[src/rtl/axi_lite_pkg.sv]
// Shared AXI4-Lite types, widths and helpers for the register-slave slice.
package axi_lite_pkg;

    localparam int unsigned AXI_ADDR_W = 32;
    localparam int unsigned AXI_DATA_W = 32;
    localparam int unsigned AXI_STRB_W = 4;

    typedef enum logic [1:0] {
        OKAY   = 2'b00,
        EXOKAY = 2'b01,
        SLVERR = 2'b10,
        DECERR = 2'b11
    } resp_t;

    typedef enum logic {
        W_IDLE = 1'b0,
        W_RESP = 1'b1
    } w_state_e;

    typedef enum logic {
        R_IDLE = 1'b0,
        R_DATA = 1'b1
    } r_state_e;

    // Register index width; a single-register bank still needs one bit.
    function automatic int unsigned idx_width(input int unsigned n);
        return (n > 1) ? $clog2(n) : 1;
    endfunction

    // Replace only the bytes whose strobe is set.
    function automatic logic [AXI_DATA_W-1:0] strb_merge(
        input logic [AXI_DATA_W-1:0] old_val,
        input logic [AXI_DATA_W-1:0] new_val,
        input logic [AXI_STRB_W-1:0] strb
    );
        logic [AXI_DATA_W-1:0] res;
        res = old_val;
        for (int i = 0; i < int'(AXI_STRB_W); i++) begin
            if (strb[i]) res[8*i +: 8] = new_val[8*i +: 8];
        end
        return res;
    endfunction

endpackage

[src/rtl/axi_lite_addr_decode.sv]
// Word-address decoder for the register bank; byte offset bits are ignored.
// AXI_SLV_ID_REG_EN adds a read-only ID word just past the last register.
module axi_lite_addr_decode
    import axi_lite_pkg::*;
#(
    parameter int unsigned NUM_REGS = 8,
    parameter int unsigned IDX_W    = idx_width(NUM_REGS)
) (
    input  logic [AXI_ADDR_W-1:0] addr,
    output logic [IDX_W-1:0]      index,
    output logic                  in_range,
    output logic                  is_id_reg
);

    logic [AXI_ADDR_W-3:0] word;
    logic                  unused_bits;

    assign word        = addr[AXI_ADDR_W-1:2];
    assign unused_bits = ^addr[1:0];
    assign index       = addr[2 +: IDX_W];
    assign in_range    = (word < (AXI_ADDR_W-2)'(NUM_REGS));

`ifdef AXI_SLV_ID_REG_EN
    assign is_id_reg = (word == (AXI_ADDR_W-2)'(NUM_REGS));
`else
    assign is_id_reg = 1'b0;
`endif

endmodule

[src/rtl/axi_lite_slave_regs.sv]
// AXI4-Lite slave backed by NUM_REGS 32-bit RW registers, one outstanding
// write and one outstanding read. Optional ID register: AXI_SLV_ID_REG_EN.
module axi_lite_slave_regs
    import axi_lite_pkg::*;
#(
    parameter int unsigned NUM_REGS  = 8,
    parameter logic [31:0] RESET_VAL = 32'h0000_0000,
    parameter logic [31:0] ID_VALUE  = 32'hA11E_0001
) (
    input  logic                     clk,
    input  logic                     rst_n,
    input  logic [AXI_ADDR_W-1:0]    awaddr,
    input  logic                     awvalid,
    output logic                     awready,
    input  logic [AXI_DATA_W-1:0]    wdata,
    input  logic [AXI_STRB_W-1:0]    wstrb,
    input  logic                     wvalid,
    output logic                     wready,
    output logic [1:0]               bresp,
    output logic                     bvalid,
    input  logic                     bready,
    input  logic [AXI_ADDR_W-1:0]    araddr,
    input  logic                     arvalid,
    output logic                     arready,
    output logic [AXI_DATA_W-1:0]    rdata,
    output logic [1:0]               rresp,
    output logic                     rvalid,
    input  logic                     rready,
    output logic [NUM_REGS*32-1:0]   reg_q
);

    localparam int unsigned IDX_W = idx_width(NUM_REGS);

    logic [AXI_DATA_W-1:0] regs [NUM_REGS];

    w_state_e              w_state, w_state_n;
    logic                  aw_held, aw_held_n, w_held, w_held_n;
    logic                  awready_q, awready_n, wready_q, wready_n;
    logic                  bvalid_q, bvalid_n;
    resp_t                 bresp_q, bresp_n;
    logic [AXI_ADDR_W-1:0] awaddr_q;
    logic [AXI_DATA_W-1:0] wdata_q;
    logic [AXI_STRB_W-1:0] wstrb_q;
    logic                  aw_hs, w_hs, aw_have, w_have, wr_en;

    r_state_e              r_state, r_state_n;
    logic                  arready_q, arready_n, rvalid_q, rvalid_n;
    resp_t                 rresp_q, rresp_n;
    logic [AXI_DATA_W-1:0] rdata_q, rdata_n;
    logic                  ar_hs;

    logic [AXI_ADDR_W-1:0] wr_addr;
    logic [AXI_DATA_W-1:0] wr_data;
    logic [AXI_STRB_W-1:0] wr_strb;
    logic [IDX_W-1:0]      wr_idx, rd_idx;
    logic                  wr_in_range, wr_is_id, rd_in_range, rd_is_id;

    assign aw_hs   = awvalid && awready_q;
    assign w_hs    = wvalid && wready_q;
    assign aw_have = aw_held || aw_hs;
    assign w_have  = w_held || w_hs;
    assign ar_hs   = arvalid && arready_q;

    // A beat captured on an earlier edge comes from the holding registers.
    assign wr_addr = aw_held ? awaddr_q : awaddr;
    assign wr_data = w_held ? wdata_q : wdata;
    assign wr_strb = w_held ? wstrb_q : wstrb;

    axi_lite_addr_decode #(.NUM_REGS(NUM_REGS), .IDX_W(IDX_W)) u_wr_dec (
        .addr      (wr_addr),
        .index     (wr_idx),
        .in_range  (wr_in_range),
        .is_id_reg (wr_is_id)
    );

    axi_lite_addr_decode #(.NUM_REGS(NUM_REGS), .IDX_W(IDX_W)) u_rd_dec (
        .addr      (araddr),
        .index     (rd_idx),
        .in_range  (rd_in_range),
        .is_id_reg (rd_is_id)
    );

    // Write channel next-state and outputs
    always_comb begin
        w_state_n = w_state;
        aw_held_n = aw_held;
        w_held_n  = w_held;
        awready_n = awready_q;
        wready_n  = wready_q;
        bvalid_n  = bvalid_q;
        bresp_n   = bresp_q;
        wr_en     = 1'b0;
        case (w_state)
            W_IDLE: begin
                if (aw_have && w_have) begin
                    wr_en     = wr_in_range;
                    bvalid_n  = 1'b1;
                    bresp_n   = wr_in_range ? OKAY : (wr_is_id ? SLVERR : DECERR);
                    aw_held_n = 1'b0;
                    w_held_n  = 1'b0;
                    awready_n = 1'b0;
                    wready_n  = 1'b0;
                    w_state_n = W_RESP;
                end else begin
                    aw_held_n = aw_have;
                    w_held_n  = w_have;
                    awready_n = !aw_have;
                    wready_n  = !w_have;
                end
            end
            W_RESP: begin
                if (bvalid_q && bready) begin
                    bvalid_n  = 1'b0;
                    awready_n = 1'b1;
                    wready_n  = 1'b1;
                    w_state_n = W_IDLE;
                end
            end
            default: w_state_n = W_IDLE;
        endcase
    end

    // Read channel next-state and outputs; regs are sampled before any same-edge write
    always_comb begin
        r_state_n = r_state;
        arready_n = arready_q;
        rvalid_n  = rvalid_q;
        rresp_n   = rresp_q;
        rdata_n   = rdata_q;
        case (r_state)
            R_IDLE: begin
                arready_n = 1'b1;
                if (ar_hs) begin
                    arready_n = 1'b0;
                    rvalid_n  = 1'b1;
                    rdata_n   = rd_in_range ? regs[rd_idx] : (rd_is_id ? ID_VALUE : '0);
                    rresp_n   = (rd_in_range || rd_is_id) ? OKAY : DECERR;
                    r_state_n = R_DATA;
                end
            end
            R_DATA: begin
                if (rvalid_q && rready) begin
                    rvalid_n  = 1'b0;
                    arready_n = 1'b1;
                    r_state_n = R_IDLE;
                end
            end
            default: r_state_n = R_IDLE;
        endcase
    end

    always_ff @(posedge clk or negedge rst_n) begin
        if (!rst_n) begin
            w_state   <= W_IDLE;
            aw_held   <= 1'b0;
            w_held    <= 1'b0;
            awready_q <= 1'b0;
            wready_q  <= 1'b0;
            bvalid_q  <= 1'b0;
            bresp_q   <= OKAY;
            r_state   <= R_IDLE;
            arready_q <= 1'b0;
            rvalid_q  <= 1'b0;
            rresp_q   <= OKAY;
            rdata_q   <= '0;
        end else begin
            w_state   <= w_state_n;
            aw_held   <= aw_held_n;
            w_held    <= w_held_n;
            awready_q <= awready_n;
            wready_q  <= wready_n;
            bvalid_q  <= bvalid_n;
            bresp_q   <= bresp_n;
            r_state   <= r_state_n;
            arready_q <= arready_n;
            rvalid_q  <= rvalid_n;
            rresp_q   <= rresp_n;
            rdata_q   <= rdata_n;
        end
    end

    // Holding registers for a beat that arrives before its partner
    always_ff @(posedge clk or negedge rst_n) begin
        if (!rst_n) begin
            awaddr_q <= '0;
            wdata_q  <= '0;
            wstrb_q  <= '0;
        end else begin
            if (aw_hs) awaddr_q <= awaddr;
            if (w_hs) begin
                wdata_q <= wdata;
                wstrb_q <= wstrb;
            end
        end
    end

    always_ff @(posedge clk or negedge rst_n) begin
        if (!rst_n) begin
            for (int k = 0; k < int'(NUM_REGS); k++) regs[k] <= RESET_VAL;
        end else if (wr_en) begin
            for (int k = 0; k < int'(NUM_REGS); k++) begin
                if (wr_idx == IDX_W'(k)) regs[k] <= strb_merge(regs[k], wr_data, wr_strb);
            end
        end
    end

    for (genvar k = 0; k < int'(NUM_REGS); k++) begin : g_reg_q
        assign reg_q[32*k +: 32] = regs[k];
    end

    assign awready = awready_q;
    assign wready  = wready_q;
    assign bvalid  = bvalid_q;
    assign bresp   = bresp_q;
    assign arready = arready_q;
    assign rvalid  = rvalid_q;
    assign rresp   = rresp_q;
    assign rdata   = rdata_q;

endmodule

[config.mk]
export PLATFORM = sky130hd
export DESIGN_NAME = axi_lite_slave_regs
export DESIGN_NICKNAME = d
export VERILOG_FILES = /design/src/rtl/axi_lite_pkg.sv /design/src/rtl/axi_lite_addr_decode.sv /design/src/rtl/axi_lite_slave_regs.sv
export SDC_FILE = /design/constraint.sdc
export NUM_CORES = 1
export LEC_CHECK = 0
export CAP_MARGIN = 20
export CORE_ASPECT_RATIO = 1.4
export CORE_MARGIN = 10
export CORE_UTILIZATION = 40
export CTS_CLUSTER_DIAMETER = 30
export DETAILED_ROUTE_END_ITERATION = 16
export GPL_TIMING_DRIVEN = 0
export PLACE_DENSITY = 0.74
export SYNTH_ARGS = -nofsm -noshare
export SYNTH_HDL_FRONTEND = slang
export SYNTH_SLANG_ARGS = --single-unit
[constraint.sdc]
create_clock -name clk -period 6.9 [get_ports clk]
set_clock_uncertainty 0.15 [all_clocks]
set_input_delay 1.38 -clock clk [delete_from_list [all_inputs] [get_ports clk]]
set_output_delay 1.38 -clock clk [all_outputs]
set_load 0.1 [all_outputs]
==> reports/metrics.yaml <==
status: "finished, final reports clean"
synth_top_family_by_area: "multiplexers"
synthMuxAreaShare_pct: 35.5
cp-end-kind: "flop"
syn_nets: 1162
cap_violations: 0
setup_violations: 0
initial_core_util_pct: 40.5
power_mw: 7.10
core_um2: 40300
crit_family: "simple AND/OR/NAND/NOR gates"
wire_per_inst_um: 26.5
synthSimpleGateAreaFrac_pct: 5.38
tns_ns: 0
finalNetCount: 1637
post-route-period-util_pct: 62.1
instances_no_fill: 2124
max-slew-margin-rel_pct: 24.8
dr_total_vias: 11500
drt_iter0_drc: 561
insertion_delay_ns: 0.58
wirelength_um: 56300
critPathSlowestCell: "a2111oi_4"
drc: 0
antenna_left: 0
critical_path_required_ns: 7.18
cts_tree: "done"
fp.dieArea_um2: 49400
drv_slew: 0
track_usage_pct: 22.4
clk_pin_slew_ns: 0.05
timing.critical_path.buf_inv: 2
reg2reg_from: "aw_held"
htree_levels: 3
synth_top_cell_area_share_pct: 56.0
power_density_nw_per_um2: 301
die_w_um: 191
syn_inst: 1055
synth_seq_cells: 365
crit_fanout: 10
finalWorstPathRequiredPeriod_ns: 4.28
clockBufferDepth: 3
synthesis.area_um2: 16300
cp.depth: 7
dpl_worst_slack_ns: 2.09
holdWs_ns: 0.329
rows: 87
ys_seq_area_share_pct: 56.0
synth.top_cells.by_count: "365 x dfrtp_1, 319 x mux2_2, 64 x mux4_2"
synth_compound_area_share_pct: 1.84
r2r-end: "reg_q[106]"
ys.flop_type: "dfrtp_1"
numPortBuffers: 396
p_leak_nw: 10.6
dp.cells: 1990
ff2ff_path_depth: 7
ys_warn_count: 0
fin_ws_ns: 2.62
cp-startpoint: "awaddr[23]"
ios: 404
yosys-top-cells-area: "dfrtp_1 56%, mux2_2 22%, mux4_2 8.8%, mux2_1 2.7%, nand4_2 2.2%"
cts_sinks: 365
crit_chain: "clkdlybuf4s50_1 -> or4_1 -> or3_1 -> a2111oi_4 -> buf_4 -> nand4_2 -> mux2_1"
grt_pass1_wl_um: 82900
rsz0062_at_grt: "false"
vias_per_cell: 5.42
first_pass_iters: 5
cts_hold_buf: 0
fin_util_pct: 58.5
hold_violations: 0
die_y_um: 259
crit_end: "reg_q[106]"
fmax_ghz: 0.234
synth_most_common_cell: "dfrtp_1"
place_area_um2: 21100
synth_top_cell_by_area: "dfrtp_1"
grt_max_degree: 120
cp.arrival_ns: 4.56
yosys.cell_types.count: 28
max_stage_delay_ns: 0.62
grt_pass1_vias: 12600
synth_adder_area_share_pct: 0
start_kind: "input port"
syn2layout_area_growth_pct: 44.5
post_cts_resized: 0
place.gp.congestion: 0.861
syn_area_per_cell_um2: 15.5
tightestPinTransition_ns: 1.12
synth-edff-count: 0
ir_drop_uv: 214
antenna_found_initial: 10
cts_buffers: 68
drive_above_1_share_pct: 34.8
hp-class: "reg -> reg"
post_cts_buffers: 0
ys_async_sr_fraction_pct: 100
ff2ff_setup_slack_ns: 3.17
dp_hpwl_um: 40500
stdcell_area_um2: 23600
cts_root_buf: "clkbuf_16"
critPathKind: "in -> reg"
synthXorXnorAreaFrac_pct: 0
grt_overflow: 0
placed cells by master, fill, tap and decap left out, types with 29 or more instances in the layout:
master,Yosys,final
mux4_2,64,64
clkdlybuf4s50_1,0,395
o21ai_0,32,32
clkbuf_16,0,69
dfrtp_1,365,365
nand2_1,50,50
nand4_2,29,29
mux2i_1,32,32
clkbuf_1,29,33
mux2_1,39,39
mux2_2,319,319
state kept, by name, indices dropped and copies added, names as in the netlist:
signal,flops
arready,1
bresp,1
awaddr_q,30
wready,1
reg_q,256
aw_held,1
w_held,1
w_state,1
rresp,1
wstrb_q,4
bvalid,1
wdata_q,32
rvalid,1
awready,1
r_state,1
rdata,32
logic make-up (layout without fill, tap and decap cells):
logic type	Yosys count	count (layout)
compound gates	50	50
simple gates	136	136
mux	454	454
buf+inv	50	577
other cells	0	8
flops	365	365
worst min-delay path, delay by kind of cell, from the launching register on:
family	cells	cell delay (ns)
AO/OA/AOI/OAI	1	0.06
AND/OR/NAND/NOR	1	0.05
flip-flops	1	0.34
how the worst min path moves through the flow:
stage / startpoint / to / slack (ns) / cells after the start
after floorplan: wdata_q[10] / wdata_q[10] / 0.32 / 1
after global placement: rdata[19] / rdata[19] / 0.31 / 2
after detailed placement: rdata[20] / rdata[20] / 0.32 / 2
after CTS: rdata[20] / rdata[20] / 0.33 / 2
after global routing: rdata[9] / rdata[9] / 0.35 / 2
final: rdata[6] / rdata[6] / 0.33 / 2
per-layer routing:
metal  track usage, %  share of wire, %
met5                0             0.048
met4             10.5               3.6
met3             5.85               6.3
met2             39.5                53
met1             24.6                37
where the power goes:
part / switching [mW] / internal, mW
Combinational: 0.699 / 0.438
Clock: 1.16 / 2.33
Sequential: 0.118 / 2.36
cell type report:
cell class	instances	area, um2
Tap cell	534	668
Clock buffer	79	1820
Clock inverter	43	598
Antenna cell	8	20.0
Timing Repair Buffer	405	4140
Multi-Input combinational cell	640	6970
Sequential cell	365	9130
Buffer	50	206
Fill cell	3152	16700
No activity file was read; power rests on OpenSTA's default activity.
